$ cat config.mk
export PLATFORM = sky130hd
export DESIGN_NAME = mem_bist_master
export DESIGN_NICKNAME = d
export VERILOG_FILES = /design/src/rtl/mem_bist_master.sv
export SDC_FILE = /design/constraint.sdc
export NUM_CORES = 1
export LEC_CHECK = 0
export CORE_MARGIN = 2
export CORE_UTILIZATION = 32
export CTS_CLUSTER_SIZE = 12
export DETAILED_ROUTE_END_ITERATION = 10
export HOLD_SLACK_MARGIN = 0.03
export PLACE_DENSITY = 0.69
export SYNTH_ARGS = -nofsm -noshare
export SYNTH_HDL_FRONTEND = slang
export SYNTH_SLANG_ARGS = --single-unit
export TNS_END_PERCENT = 5
$ cat constraint.sdc
create_clock -name clk -period 3.33 [get_ports clk]
set_clock_uncertainty 0.15 [all_clocks]
set_input_delay 0.4995 -clock clk [delete_from_list [all_inputs] [get_ports clk]]
set_output_delay 0.4995 -clock clk [all_outputs]
set_load 0.02 [all_outputs]
$ cat src/rtl/mem_bist_master.sv
// Memory BIST initiator for the picorv32 native memory bus.
// It runs four passes over a word-aligned region: write a pattern, read and
// compare it, write the inverted pattern, then read and compare that.
// It reports pass/fail, a saturating mismatch count and the first failing address.
module mem_bist_master #(
    parameter logic [31:0] BASE_ADDR = 32'h0000_0000,
    parameter int unsigned WORDS     = 256,
    parameter logic [31:0] SEED      = 32'hA5A5_5A5A,
    parameter int unsigned TIMEOUT   = 1023
) (
    input  logic        clk,
    input  logic        resn,
    input  logic        start,
    output logic        busy,
    output logic        done,
    output logic        pass,
    output logic        timeout,
    output logic [15:0] err_count,
    output logic [31:0] fail_addr,
    output logic        mem_valid,
    output logic        mem_instr,
    input  logic        mem_ready,
    output logic [31:0] mem_addr,
    output logic [31:0] mem_wdata,
    output logic [3:0]  mem_wstrb,
    input  logic [31:0] mem_rdata
);

    // The wait counter only needs to reach TIMEOUT-1; the next stalled edge aborts.
    localparam int unsigned   TW    = (TIMEOUT > 1) ? $clog2(TIMEOUT) : 1;
    localparam logic [TW-1:0] TLAST = TW'(TIMEOUT - 1);
    localparam logic [15:0]   ILAST = 16'(WORDS - 1);

    typedef enum logic [2:0] {
        S_IDLE,
        S_WR0,
        S_RD0,
        S_WR1,
        S_RD1,
        S_FIN
    } state_t;

    state_t        r_state;
    state_t        w_nextState;

    logic [15:0]   r_index;
    logic [TW-1:0] r_tcnt;
    logic          r_valid;
    logic [31:0]   r_addr;
    logic [31:0]   r_wdata;
    logic [3:0]    r_wstrb;
    logic          r_busy;
    logic          r_done;
    logic          r_pass;
    logic          r_timeout;
    logic [15:0]   r_errCount;
    logic [31:0]   r_failAddr;

    logic          w_isWrite;
    logic          w_isInverted;
    logic          w_fire;
    logic          w_expire;
    logic          w_lastWord;
    logic [31:0]   w_wordAddr;
    logic [31:0]   w_pattern;
    logic [31:0]   w_expected;
    logic          w_mismatch;

    assign w_isWrite    = (r_state == S_WR0) || (r_state == S_WR1);
    assign w_isInverted = (r_state == S_WR1) || (r_state == S_RD1);
    assign w_fire       = r_valid && mem_ready;
    assign w_expire     = r_valid && !mem_ready && (r_tcnt == TLAST);
    assign w_lastWord   = (r_index == ILAST);
    assign w_wordAddr   = BASE_ADDR + {14'd0, r_index, 2'b00};
    assign w_pattern    = (w_wordAddr ^ SEED) ^ {32{w_isInverted}};
    assign w_expected   = (r_addr ^ SEED) ^ {32{w_isInverted}};
    assign w_mismatch   = (mem_rdata != w_expected);

    assign busy      = r_busy;
    assign done      = r_done;
    assign pass      = r_pass;
    assign timeout   = r_timeout;
    assign err_count = r_errCount;
    assign fail_addr = r_failAddr;
    assign mem_valid = r_valid;
    assign mem_instr = 1'b0;
    assign mem_addr  = r_addr;
    assign mem_wdata = r_wdata;
    assign mem_wstrb = r_wstrb;

    // State register; reset drops straight back to idle with no retry.
    always_ff @(posedge clk or negedge resn) begin
        if (!resn) begin
            r_state <= S_IDLE;
        end else begin
            r_state <= w_nextState;
        end
    end

    // Phase sequencing: advance after the last word completes, abort to FIN on a stall.
    always_comb begin
        w_nextState = r_state;
        case (r_state)
            S_IDLE: if (start) w_nextState = S_WR0;
            S_WR0: begin
                if (w_expire)                   w_nextState = S_FIN;
                else if (w_fire && w_lastWord)  w_nextState = S_RD0;
            end
            S_RD0: begin
                if (w_expire)                   w_nextState = S_FIN;
                else if (w_fire && w_lastWord)  w_nextState = S_WR1;
            end
            S_WR1: begin
                if (w_expire)                   w_nextState = S_FIN;
                else if (w_fire && w_lastWord)  w_nextState = S_RD1;
            end
            S_RD1: begin
                if (w_expire || (w_fire && w_lastWord)) w_nextState = S_FIN;
            end
            S_FIN:   w_nextState = S_IDLE;
            default: w_nextState = S_IDLE;
        endcase
    end

    // Bus request, word index, stall counter and result bookkeeping.
    always_ff @(posedge clk or negedge resn) begin
        if (!resn) begin
            r_index    <= 16'd0;
            r_tcnt     <= '0;
            r_valid    <= 1'b0;
            r_addr     <= 32'd0;
            r_wdata    <= 32'd0;
            r_wstrb    <= 4'h0;
            r_busy     <= 1'b0;
            r_done     <= 1'b0;
            r_pass     <= 1'b0;
            r_timeout  <= 1'b0;
            r_errCount <= 16'd0;
            r_failAddr <= 32'd0;
        end else begin
            r_done <= 1'b0;
            case (r_state)
                S_IDLE: begin
                    if (start) begin
                        r_busy     <= 1'b1;
                        r_index    <= 16'd0;
                        r_errCount <= 16'd0;
                        r_failAddr <= 32'd0;
                        r_timeout  <= 1'b0;
                        r_pass     <= 1'b0;
                    end
                end
                S_WR0, S_RD0, S_WR1, S_RD1: begin
                    if (!r_valid) begin
                        // Idle gap cycle: launch the next request for the current word.
                        r_valid <= 1'b1;
                        r_addr  <= w_wordAddr;
                        r_wstrb <= w_isWrite ? 4'hF : 4'h0;
                        r_tcnt  <= '0;
                        if (w_isWrite) begin
                            r_wdata <= w_pattern;
                        end
                    end else if (mem_ready) begin
                        r_valid <= 1'b0;
                        r_index <= w_lastWord ? 16'd0 : r_index + 16'd1;
                        if (!w_isWrite && w_mismatch) begin
                            if (r_errCount != 16'hFFFF) begin
                                r_errCount <= r_errCount + 16'd1;
                            end
                            if (r_errCount == 16'd0) begin
                                r_failAddr <= r_addr;
                            end
                        end
                    end else if (w_expire) begin
                        r_valid   <= 1'b0;
                        r_timeout <= 1'b1;
                    end else begin
                        r_tcnt <= r_tcnt + 1'b1;
                    end
                end
                S_FIN: begin
                    r_done <= 1'b1;
                    r_busy <= 1'b0;
                    r_pass <= (r_errCount == 16'd0) && !r_timeout;
                end
                default: ;
            endcase
        end
    end

endmodule

==> run_results.csv, run 1 <==
group,metric,value,unit
clocking,clockRootBuffer,"clkbuf_16",
routing,wl_per_cell,15.5,µm
logic_synthesis,synth_warnings,0,
floorplan,rows,48,
critical_path,critPathLaunch,"r_state[0]",
clocking,clk-insertion-delay-late,0.35,ns
power,ir_worst_vdd,370,µV
sta,hold_viol,0,
routing,drt-total-wl,14.5,mm
critical_path,cp.arrival,2.99,ns
cells_and_area,drive_above_1_share,7.22,%
cells_and_area,multi_input_area,2690,µm²
cells_and_area,ff_latch_area,2530,µm²
logic_synthesis,synth_edf_count,0,
grt,grt-ovfl-total,0,
run,maxCapViolations,0,
logic_synthesis,synth_commonest_cells,"101 x dfrtp_1, 93 x nand2_1, 51 x buf_4, 44 x o21ai_0",
critical_path,critical_path.top_delay_family,"simple AND/OR/NAND/NOR gates",
clocking,postCtsResizedCells,0,
cells_and_area,final_core_util,41.6,%
power,p_total,4.92,mW
floorplan,start_util,32.7,%
grt,antenna_found_initial,0,
routing,drt_iter0_drc,252,
critical_path,crit_fanout,16,
clocking,cts_num_sinks,101,
critical_path,cp_slowest_cell,"nor3_4",
routing,viasPerCell,4.95,
logic_synthesis,syn_area,5650,µm²
logic_synthesis,yosys_register_bits,101,
logic_synthesis,syn-instance-count,604,
logic_synthesis,synthFlopType,"dfrtp_1",
placed_design,preCtsSetupSlack,0.0963,ns
clocking,cts_buffers,9,
power,p_leak,3.04,nW
clocking,post-cts-setup-buffers,0,
sta,slew_headroom,34.9,%
critical_path,critPathBufInv,0,
routing,drtAntennaViolNets,0,
sta,tightest_slew,0.974,ns
placed_design,gp_congestion,0.853,
routing,dr.pass1.iters,4,
grt,grt_pass1_vias,4327,
critical_path,worstSetupStartpointType,"flop",
critical_path,reg2reg_depth,7,
grt,grt_usage,15.5,%
cells_and_area,n_fill_cell,1705,
placed_design,portBuffers,124,
floorplan,ioPinCount,158,
sta,rsz0062_at_grt,"no",
sta,fin_tns_setup,0,ns
floorplan,core,17300,µm²
floorplan,die-area,18700,µm²
critical_path,cp-end-kind,"flop",
cells_and_area,antenna_cells,0,
logic_synthesis,synth_cell_type_count,54,
critical_path,reg2reg_to,"fail_addr[7]",
critical_path,endpoint,"fail_addr[7]",
clocking,ctsHoldBuffers,0,
sta,slew_viol_final,0,
routing,drc,0,
power,p_per_area,685,nW/µm²
cells_and_area,num-nets-final,742,
logic_synthesis,synth_top_cell_by_area,"dfrtp_1",
sta,layout_setup_ws,0.451,ns
critical_path,r2r_slack,0.45,ns
floorplan,die_h,137,µm
critical_path,cp_cell_sequence,"nor2_2, a22o_1, or4_1, a222oi_1, or2_1, nor3_4, mux2i_1",
cells_and_area,stdcell_area,7190,µm²
critical_path,cp.depth,7,
sta,finalSetupViolCount,0,
clocking,path_clk_slew,0.07,ns
cells_and_area,syn_to_final_growth,27.1,%
clocking,cts.htree.levels,3,
status,status,"complete, no violations",
clocking,cts_tree,"built",
sta,min_period,2.88,ns
critical_path,timing.rr.start,"r_state[0]",
sta,fmax,347,MHz
clocking,clockBufferDepth,2,
critical_path,critPathKind,"reg -> reg",
grt,grt_pass1_wl,22.9,mm
placed_design,dpl.hpwl,10.5,mm
routing,vias,4606,
critical_path,cpPeakStageDelay,0.77,ns
worst_hold_path,holdCritPathClass,"in -> async",
grt,grt_max_degree,59,
logic_synthesis,yosysMostFrequentCell,"dfrtp_1",
logic_synthesis,synth.area.top_cells,"dfrtp_1 45%, buf_4 6.8%, nand2_1 6.2%, o21ai_0 3.9%, xor2_1 3.9%",
floorplan,fp.dieW,137,µm
logic_synthesis,async_reset_ff_share,100,%
logic_synthesis,yosysSeqAreaShare,44.7,%
critical_path,required,3.45,ns
placed_design,place_area,6880,µm²
logic_synthesis,syn_avg_cell_area,9.36,µm²
sta,final_min_period_over_clock_period,86.5,%
logic_synthesis,synth_top_area_share,44.7,%
## where the power goes
group,leakage (nW),switching (mW),total [mW],internal [mW]
Clock,0.146,0.479,1.08,0.606
Combinational,1.55,1.15,2.08,0.928
Sequential,1.35,0.290,1.76,1.47
Total,3.04,1.92,4.92,3.00
## logic make-up after synthesis
logic type	count (synthesis)	synth area share (%)
AOI/OAI and AO/OA	96	9.71
xor gates and xnor gates	42	6.51
adders and majority gates	5	1.11
buffers and inverters	90	9.83
DFF	101	44.7
muxes	36	6.73
other	1	0.0663
and+or+nand+nor	233	21.4
## layout by cell type (no fill, tap or decap), types with 3 or more instances in the layout
master	count
conb_1	33
nor4_1	9
inv_1	8
nor2_1	23
a22o_1	3
mux2i_1	20
clkdlybuf4s50_1	123
or3_1	17
o21ai_0	44
o41ai_1	3
nand2_1	93
buf_4	11
nor3_1	10
and3_1	5
nand4_1	17
or4_1	5
ha_1	5
clkbuf_16	9
and4_1	4
and2_1	4
nand3_1	19
or2_2	3
nor4bb_1	4
mux2_2	16
xnor2_1	17
a21oi_1	24
o31ai_1	3
dfrtp_1	101
o21ai_1	5
or4bb_1	3
xor2_1	25
nand2b_1	7
## metrics by stage
step | instances | hold slack [ns]
after CTS | 931 | 0.109
after floorplan | 636 | 0.0539
after global placement | 915 | 0.314
final | 931 | 0.0781
after global routing | 931 | 0.138
after detailed placement | 915 | 0.320
## worst reg2reg max path: stages, from the launching register on
cell and delay [ns]:
dfrtp_1 0.44, nor2_2 0.29, a22o_1 0.27, or4_1 0.15, a222oi_1 0.11, or2_1 0.31, nor3_4 0.77, mux2i_1 0.31
## worst min-delay path by stage
| stage | startpoint | endpoint | slack, ns | cells after the start |
|---|---|---|---|---|
| after floorplan | resn | busy | 0.05 | 0 |
| after global placement | mem_wdata[3] | mem_wdata[3] | 0.31 | 2 |
| after detailed placement | mem_wdata[14] | mem_wdata[14] | 0.32 | 2 |
| after CTS | resn | fail_addr[6] | 0.11 | 1 |
| after global routing | resn | fail_addr[7] | 0.14 | 1 |
| final | resn | fail_addr[7] | 0.08 | 1 |
## flip-flops by register name, indices dropped and copies added (netlist names)
register	flops
mem_wdata	18
err_count	16
fail_addr	16
mem_addr	16
r_index	16
r_tcnt	10
r_state	3
busy	1
done	1
mem_valid	1
mem_wstrb	1
pass	1
timeout	1
## final cells by class
cell class | count | area share [%]
clock buffer | 11 | 3.38
clock inverter | 5 | 0.836
inverter | 8 | 0.418
multi-input combinational | 445 | 37.4
sequential | 101 | 35.2
tap | 225 | 3.92
timing repair buffer | 136 | 18.8
## per-layer routing
| layer | part of all wire [%] | vias up | wire, µm | track usage, % |
|---|---|---|---|---|
| li1 | - | 2221 | - | - |
| met3 | 5.5 | 10 | 795 | 3.48 |
| met5 | 0 | - | 0 | 0 |
| met4 | 1.1 | 0 | 163 | 4.30 |
| met1 | 45 | 2241 | 6470 | 20.7 |
| met2 | 49 | 134 | 7050 | 25.3 |
No activity file was read; power rests on OpenSTA's default activity.
==> run 2, diff against run 1 <==
clock period = 3.5 ns   (was 3.33 ns; I/O delays follow)
==> run 2 against run 1 <==
Compared with the run above: first-iteration DRC count grew 6.0%; critical path depth is the same; largest cell class unchanged; die area is the same; sequential power shrank 5%; worst hold slack gained 0.26 ns; final cell count shrank 0.32%.
==> run_results.csv, run 2 (synthesis results as in run 1) <==
group,metric,value,unit
critical_path,cp.arrival,3.15,ns
power,p_leak,3.02,nW
routing,wl_per_cell,15.6,µm
status,status,"complete, no violations",
critical_path,critPathBufInv,0,
sta,rsz0062_at_grt,"no",
clocking,cts_tree,"built",
cells_and_area,most-common-layout-cells,"123 x clkdlybuf4s50_1, 101 x dfrtp_1, 93 x nand2_1",
critical_path,reg2reg_to,"fail_addr[6]",
sta,fmax,330,MHz
critical_path,timing.rr.start,"r_state[0]",
power,p_total,4.66,mW
critical_path,reg2reg_depth,7,
sta,slew_headroom,32.0,%
sta,fin_tns_setup,0,ns
clocking,clk-insertion-delay-late,0.35,ns
cells_and_area,antenna_cells,0,
critical_path,cp-end-kind,"flop",
routing,drt_iter0_drc,267,
routing,drc,0,
routing,drtAntennaViolNets,0,
routing,dr.pass1.iters,5,
placed_design,preCtsSetupSlack,0.293,ns
worst_hold_path,min-delay-start,"mem_wdata[12]",
critical_path,cp_cell_sequence,"nor2_2, a22oi_1, or3_1, a222oi_1, or2_1, nor3_4, mux2i_1",
power,ir_worst_vdd,397,µV
sta,tightest_slew,1.02,ns
grt,grt_pass1_vias,4325,
placed_design,dpl.hpwl,10.5,mm
critical_path,required,3.62,ns
floorplan,die_h,137,µm
sta,slew_viol_final,0,
clocking,cts_num_sinks,101,
floorplan,fp.dieW,137,µm
sta,layout_setup_ws,0.466,ns
cells_and_area,largest_reg_flops,18,
grt,antenna_found_initial,0,
clocking,cts.htree.levels,3,
routing,drt-total-wl,14.5,mm
clocking,clockRootBuffer,"clkbuf_16",
cells_and_area,syn_to_final_growth,26.6,%
critical_path,cpPeakStageDelay,0.78,ns
critical_path,r2r_slack,0.47,ns
cells_and_area,multi_input_area,2690,µm²
power,p_per_area,651,nW/µm²
cells_and_area,num-nets-final,740,
cells_and_area,mostFrequentLayoutCell,"clkdlybuf4s50_1",
worst_hold_path,holdCritPathClass,"reg -> reg",
grt,grt-ovfl-total,0,
cells_and_area,drive_above_1_share,6.83,%
placed_design,portBuffers,124,
floorplan,start_util,32.7,%
routing,vias,4604,
critical_path,critical_path.top_delay_family,"simple AND/OR/NAND/NOR gates",
grt,grt_max_degree,63,
critical_path,crit_fanout,16,
run,maxCapViolations,0,
cells_and_area,final_core_util,41.4,%
grt,grt_usage,15.9,%
floorplan,die-area,18700,µm²
clocking,path_clk_slew,0.06,ns
floorplan,ioPinCount,158,
clocking,cts_buffers,9,
critical_path,cp_slowest_cell,"nor3_4",
sta,hold_viol,0,
critical_path,critPathKind,"reg -> reg",
routing,viasPerCell,4.96,
placed_design,gp_congestion,0.846,
critical_path,worstSetupStartpointType,"flop",
sta,final_min_period_over_clock_period,86.7,%
cells_and_area,ff_latch_area,2530,µm²
floorplan,core,17300,µm²
sta,finalSetupViolCount,0,
floorplan,rows,48,
worst_hold_path,whs_path_depth,2,
worst_hold_path,min_to,"mem_wdata[12]",
clocking,clockBufferDepth,2,
grt,grt_pass1_wl,23.3,mm
cells_and_area,n_fill_cell,1729,
sta,min_period,3.03,ns
-- run 2: changes by cell type in the layout (fill, tap and decap cells not counted) --
cell / change
clkbuf_8: +1
dlygate4sd3_1: +1
buf_12: -1
buf_4: -2
clkinv_4: -2
clkinv_2: +1
clkbuf_1: -1
-- run 2: final cells by class --
type                    count  area share [%]
multi-input cells         445            37.6
flip-flops and latches    101            35.3
repair buffers            134            18.6
well taps                 225            3.93
clock buffers              11            3.53
clock inverters             4           0.664
inverters                   8           0.419
-- run 2: repair_timing --
| item | 4_1_cts | 5_1_grt |
|---|---|---|
| gates resized for setup | 0 | 0 |
| setup buffers | 0 | 0 |
| hold endpoints to repair | 9 | 0 |
| hold buffers | 1 | 0 |
-- run 2: how the worst max path moves through the flow --
stage          depth (start not counted)     startpoint       endpoint  slack, ns
3_5_place_dp                           9  mem_rdata[24]  err_count[10]       0.29
6_report                               7     r_state[0]   fail_addr[6]       0.47
5_1_grt                                7     r_state[0]   fail_addr[3]       0.32
2_1_floorplan                          9  mem_rdata[22]   err_count[0]       0.92
4_1_cts                                7     r_state[0]   fail_addr[6]       0.47
3_3_place_gp                           9  mem_rdata[24]  err_count[10]       0.31
-- run 2: power by group --
part           switching, mW  internal, mW  total (mW)
clock                  0.443         0.587        1.03
sequential             0.279          1.40        1.67
combinational           1.09         0.863        1.95
-- run 2: layer usage --
metal	part of all wire, %	global-route usage (%)	routed length, µm
met1	44	21.1	6300
met4	1.5	5.04	215
met5	0	0	0
met2	49	25.9	7110
met3	5.8	3.59	836
-- run 2: tightest hold or removal path, stage by stage, from the launching register on --
cell	delay [ns]
dfrtp_1	0.34
nand2_1	0.05
o21ai_0	0.06
-- run 2: metrics by stage --
step	hold WS, ns	area [µm²]	cells
after floorplan	0.0794	5770	636
after global placement	0.314	6850	912
after detailed placement	0.324	6850	912
after CTS	0.340	7160	928
after global routing	0.369	7160	928
final	0.337	7160	928
